### src/rtl/data_mem_pkg.sv
// data_mem_pkg: shared FSM states, access encodings and wait-counter width for data_mem_ctrl
package data_mem_pkg;
  typedef enum logic [1:0] {S_IDLE, S_WAIT, S_DONE} state_t;
  localparam logic SZ_BYTE  = 1'b0;
  localparam logic SZ_WORD  = 1'b1;
  localparam logic RW_READ  = 1'b0;
  localparam logic RW_WRITE = 1'b1;
  localparam int   CNT_W    = 4;
endpackage

### src/rtl/data_mem_ctrl_ram.sv
// dm_ram: word-organised data RAM with per-byte-lane write enables and registered read, no reset
module dm_ram #(
  parameter int WORDS = 64,
  parameter int AW    = 6
) (
  input  logic          i_clk,
  input  logic [3:0]    i_we,
  input  logic          i_re,
  input  logic [AW-1:0] i_addr,
  input  logic [31:0]   i_wdata,
  output logic [31:0]   o_rdata
);
  logic [31:0] r_mem [WORDS];
  // lane-masked write and synchronous read share one edge
  always_ff @(posedge i_clk) begin
    for (int b = 0; b < 4; b++)
      if (i_we[b]) r_mem[i_addr][8*b +: 8] <= i_wdata[8*b +: 8];
    if (i_re) o_rdata <= r_mem[i_addr];
  end
endmodule

### src/rtl/data_mem_ctrl.sv
// data_mem_ctrl: MEM-stage data-memory responder with wait states; DATA_MEM_ALIGN_CHECK_EN adds fault_o for misaligned words
module data_mem_ctrl
  import data_mem_pkg::*;
#(
  parameter int DEPTH_BYTES = 256,
  parameter int WAIT_STATES = 1
) (
  input  logic        CLK,
  input  logic        CLR,
  input  logic        enable_i,
  input  logic        rw_i,
  input  logic        size_i,
  input  logic        load_i,
  input  logic [31:0] addr_i,
  input  logic [31:0] wdata_i,
  output logic [31:0] rdata_o,
  output logic        load_o,
  output logic        stall_o,
  output logic        done_o
`ifdef DATA_MEM_ALIGN_CHECK_EN
  ,
  output logic        fault_o
`endif
);
  localparam int ADDR_W = $clog2(DEPTH_BYTES);
  localparam int WA_W   = (ADDR_W > 2) ? ADDR_W - 2 : 1;
  state_t r_state, w_next;
  logic [ADDR_W-1:0] r_eff;
  logic [31:0] r_wdata, r_rdata, w_q, w_rd, w_wdata;
  logic [CNT_W-1:0] r_cnt;
  logic r_rw, r_size, r_load, w_acc, w_fault, w_unused;
  logic [3:0] w_lanes;
  logic [WA_W-1:0] w_widx;
  assign w_unused = ^addr_i[31:ADDR_W];
`ifdef DATA_MEM_ALIGN_CHECK_EN
  assign w_fault = r_size == SZ_WORD && r_eff[1:0] != 2'b00;
  assign fault_o = r_state == S_DONE && w_fault;
`else
  assign w_fault = 1'b0;
`endif
  assign w_acc   = r_state == S_WAIT && r_cnt == '0;
  assign w_widx  = WA_W'(r_eff >> 2);
  assign w_lanes = r_size == SZ_WORD ? 4'hF : 4'b1000 >> r_eff[1:0];
  assign w_wdata = r_size == SZ_WORD ? r_wdata : {4{r_wdata[7:0]}};
  assign w_rd    = w_fault ? 32'h0 : r_size == SZ_WORD ? w_q : {24'h0, 8'(w_q >> {~r_eff[1:0], 3'b000})};
  assign rdata_o = (r_state == S_DONE && (r_rw == RW_READ || w_fault)) ? w_rd : r_rdata;
  dm_ram #(.WORDS(DEPTH_BYTES / 4), .AW(WA_W)) u_ram (
    .i_clk  (CLK),
    .i_we   ((w_acc && r_rw == RW_WRITE && !w_fault) ? w_lanes : 4'h0),
    .i_re   (w_acc && r_rw == RW_READ),
    .i_addr (w_widx),
    .i_wdata(w_wdata),
    .o_rdata(w_q)
  );
  // state register, request latch, wait countdown and held read data
  always_ff @(posedge CLK) begin
    if (CLR) begin
      r_state <= S_IDLE;
      r_cnt   <= '0;
      r_rdata <= '0;
      r_eff   <= '0;
      r_wdata <= '0;
      r_rw    <= 1'b0;
      r_size  <= 1'b0;
      r_load  <= 1'b0;
    end else begin
      r_state <= w_next;
      r_rdata <= rdata_o;
      if (r_state == S_IDLE && enable_i) begin
        r_eff   <= addr_i[ADDR_W-1:0];
        r_wdata <= wdata_i;
        r_rw    <= rw_i;
        r_size  <= size_i;
        r_load  <= load_i;
        r_cnt   <= CNT_W'(WAIT_STATES);
      end else if (r_state == S_WAIT && r_cnt != '0) begin
        r_cnt <= r_cnt - 1'b1;
      end
    end
  end
  // next state and handshake outputs
  always_comb begin
    w_next  = r_state == S_IDLE ? (enable_i ? S_WAIT : S_IDLE) : r_state == S_WAIT ? (r_cnt == '0 ? S_DONE : S_WAIT) : S_IDLE;
    stall_o = r_state == S_IDLE ? enable_i : r_state == S_WAIT;
    done_o  = r_state == S_DONE;
    load_o  = r_state == S_DONE && r_load;
  end
endmodule

### config.mk
export PLATFORM = sky130hd
export DESIGN_NAME = data_mem_ctrl
export DESIGN_NICKNAME = d
export VERILOG_FILES = /design/src/rtl/data_mem_pkg.sv /design/src/rtl/data_mem_ctrl_ram.sv /design/src/rtl/data_mem_ctrl.sv
export SDC_FILE = /design/constraint.sdc
export NUM_CORES = 2
export LEC_CHECK = 0
export ABC_AREA = 1
export CORE_ASPECT_RATIO = 0.5
export CORE_UTILIZATION = 25
export CTS_BUF_LIST = sky130_fd_sc_hd__clkbuf_4
export DETAILED_ROUTE_END_ITERATION = 10
export SYNTH_ARGS = -nofsm -noshare
export SYNTH_HDL_FRONTEND = slang
export SYNTH_SLANG_ARGS = --single-unit
### constraint.sdc
create_clock -name CLK -period 6.3 [get_ports CLK]
set_input_delay 1.89 -clock CLK [delete_from_list [all_inputs] [get_ports CLK]]
set_output_delay 1.89 -clock CLK [all_outputs]
set_load 0.01 [all_outputs]
==> metrics.md <==
| Metric | Value |
|---|---|
| Status | completed |
| Maxcap violations | 0 |
| Post_cts resized | 0 |
| Antenna violations before repair | 14 |
| Vias post-DR | 63570 |
| Die H | 429.7 um |
| Core ar. | 362700 um2 |
| H-tree Lvls | 6 |
| Setup total negative slack | 0 ps |
| Yosys cell types | 30 |
| Post-Syn Area | 91450 um2 |
| Period utilization | 92.16% |
| Post-CTS setup buffer count | 0 |
| Worst slack, placed | 1282 ps |
| Synth-to-Final Area Change | 13.35% |
| Crit path max fanout | 33 |
| Setup crit end kind | primary output |
| Crit-path cells | inv_1 > nor2_1 > nand2_1 > buf_4 > inv_1 > nand3_1 > nand2_1 > clkdlybuf4s50_1 |
| Hold buffers post-CTS | 0 |
| DR iter-0 viols | approximately 6000 |
| Fmax | about 170 MHz |
| Skew final | 106.6 ps |
| FF+latch area | 64100 um2 |
| First-pass GRT wire length | 384.9 mm |
| GRT Util Overall | between 10% and 20% |
| Final setup viols | 0 |
| Slowest stage delay, CP | between 700 and 800 ps |
| Top-count cell post-synth | nand2_1 |
| Slew margin rel. | around 16% |
| EDFF count, synth | between 2000 and 2500 |
| Yosys Warn Count | 0 |
| Synth Register Bits | 2161 |
| Synth area leaders | edfxtp_1 68%, nand2_1 24%, dfxtp_1 1.8% |
| Die area | 368400 um2 |
| Final HPWL DP | 144.9 mm |
| Slowest CP cell | inv_1 |
| GRT Residual Overflow | 0 |
| Worst Tran Pin Value | 1252 ps |
| CTS Root Cell | clkbuf_4 |
| CTS tree | done |
| Sink Count | roughly 2200 |
| Clock slew at reported path FFs | roughly 60 ps |
| Synth top area share | between 60 and 70% |
| Sequential power share | approximately 52% |
| Placed cells | 13730 |
| Final #Nets | 9554 |
| Port Buffer Count | 80 |
| Data required, critical path | 4410 ps |
| Comb pwr share | 10.6% |
| Pwr Density | ~300 nW/um2 |
| Crit path kind | flip-flop to primary output |
| Gpl congestion | ~0.85 |
| Largest net degree at the start of global routing | 175 |
| IO Pins | 105 |
| Switching share of power | a little over a quarter |
| Clock buffer depth | 4 |
| Commonest cells post-synth | 5940 x nand2_1, 2080 x edfxtp_1, 407 x nor2_1 |
| DRC Markers | 0 |
| Drt pass-1 iters | 6 |
| Worst hold path type | flip-flop to flip-flop |
| Worst Path Buf+Inv | 4 |
| R2R setup slack | between 1500 and 2000 ps |
| Synthesized instance count | 9220 |
| Arrival @ worst endpoint | 3920 ps |
| Avg Cell Area, Syn | 9.919 um2 |
| Initial Utilization | 25.22% |
| DIE WIDTH | 857.3 um |
| Crit start category | flip-flop |
| Vias/cell | 4.336 |
| Routed WL per cell | 17.85 um |
| Clock latency at the later pin of the worst-skew pair | 1370 ps |
| Non-filler cells, final | about 15000 |
| Post-synth ARST share | 0% |
| Number of global-route vias before repair | 61510 |
| VDD IR max | 0.0002115 V |
| Synth area leader | edfxtp_1 |
| Num CTS Buffers | roughly 570 |
| RSZ-0062 raised after global routing | false |
| Post-Syn Nets | 9291 |
| Share of cells above drive strength 1 | 10.38% |
| Clock share of power | roughly 38% |
| Row cnt | around 160 |
| Dpl cell area | 96970 um2 |
| Net Switching | just over 0.008 W |
| Pint | 0.02291 W |
| Filler cell count | 37840 |
| Register area share after synthesis | 70.07% |
| Leakage | 42.38 nW |
| Antenna-violating nets left | 0 |
| Pins Over Slew Limit | 0 |
| Setup WS post-layout | 493.8 ps |
| Minimum clock period after layout | between 5000 and 6000 ps |
| Post-route cell area | 103700 um2 |
| Hold Vio Cnt, Final | 0 |
| Multi-input logic area | ~25000 um2 |
| Primary FF master, synth | edfxtp_1 |
| Largest delay share family, worst path | buffers and inverters |
| Final wirelength | 261.7 mm |
-- final cells by class --
| cell class | instances | area share [%] |
|---|---|---|
| inverters | 37 | 0.1557 |
| clock buffers | 828 | 5.997 |
| multi-input cells | 6541 | 24.15 |
| repair buffers | 176 | 1.588 |
| clock inverters | 78 | 0.4019 |
| well taps | 4819 | 5.817 |
| flip-flops and latches | 2161 | 61.84 |
| diodes | 21 | 0.05070 |
-- stage by stage --
| step | power, W | utilization (%) | hold WS [ps] |
|---|---|---|---|
| after floorplan | 0.01845 | - | 451.3 |
| after global placement | 0.01976 | 26.74 | 460.4 |
| after detailed placement | 0.01978 | 26.74 | 465.3 |
| after CTS | 0.03146 | 28.57 | 474.7 |
| after global routing | 0.03250 | 28.58 | 490.3 |
| final | 0.03122 | 28.58 | 472.6 |
-- layer usage --
| layer | track usage (%) | share of wire, % | vias to the layer above |
|---|---|---|---|
| li1 | - | - | 30580 |
| met1 | 17.06 | 41 | 30040 |
| met2 | 22.16 | 46 | 2424 |
| met3 | 3.585 | 8.1 | 529 |
| met4 | 6.747 | 4.6 | 2 |
| met5 | 0.1032 | 0.021 | - |
-- cell usage in the layout (no fill, tap or decap), types with 10 or more instances in the layout --
cell             Yosys  layout
nand2_2              1      25
a21oi_1             48      48
edfxtp_1          2080    2080
clkdlybuf4s50_1      0      80
inv_2                4      14
dfxtp_1             81      69
buf_12               0      10
nor2_1             407     406
diode_2              0      21
inv_1               31      31
clkbuf_4             0     828
buf_4                7      86
nand2_1           5940    5916
o21ai_0             48      48
clkinv_1             2      53
nand3_1             40      40
-- sequential cells by signal, indices dropped and copies added, names as in the netlist, 2 cells and up --
register / cells
r_state: 2
r_wdata: 32
u_ram.o_rdata: 32
u_ram.r_mem: 2048
r_eff: 8
r_rdata: 32
r_cnt: 4
-- logic make-up after synthesis --
logic type | share of synthesized area [%]
buf+inv | 2.697
flops | 70.07
fa+ha+maj | 0.01368
simple gates | 26.51
compound gates | 0.7087
-- worst reg2reg max path, delay by kind of cell, from the launching register on --
kind          cells  cell delay (ps)
buf+inv           2              650
flops             1              920
simple gates      4             2670
-- path summary, 6_finish.rpt --
check | from | endpoint | depth (start not counted)
min | r_rdata[29] | r_rdata[29] | 2
max reg2reg | r_eff[4] | u_ram.r_mem[20][19] | 6
max | r_state[1] | rdata_o[26] | 8
min reg2reg | r_rdata[29] | r_rdata[29] | 2
-- power by group through the flow --
stage	Clock, W	Sequential, W	Combinational, W
final	0.0117	0.0162	0.00332
after global routing	0.0127	0.0162	0.00364
after CTS	0.0120	0.0162	0.00332
after detailed placement	0	0.0165	0.00331
after global placement	0	0.0165	0.00329
after floorplan	0	0.0165	0.00197
Note: power is estimated with default switching activity, not from simulation.
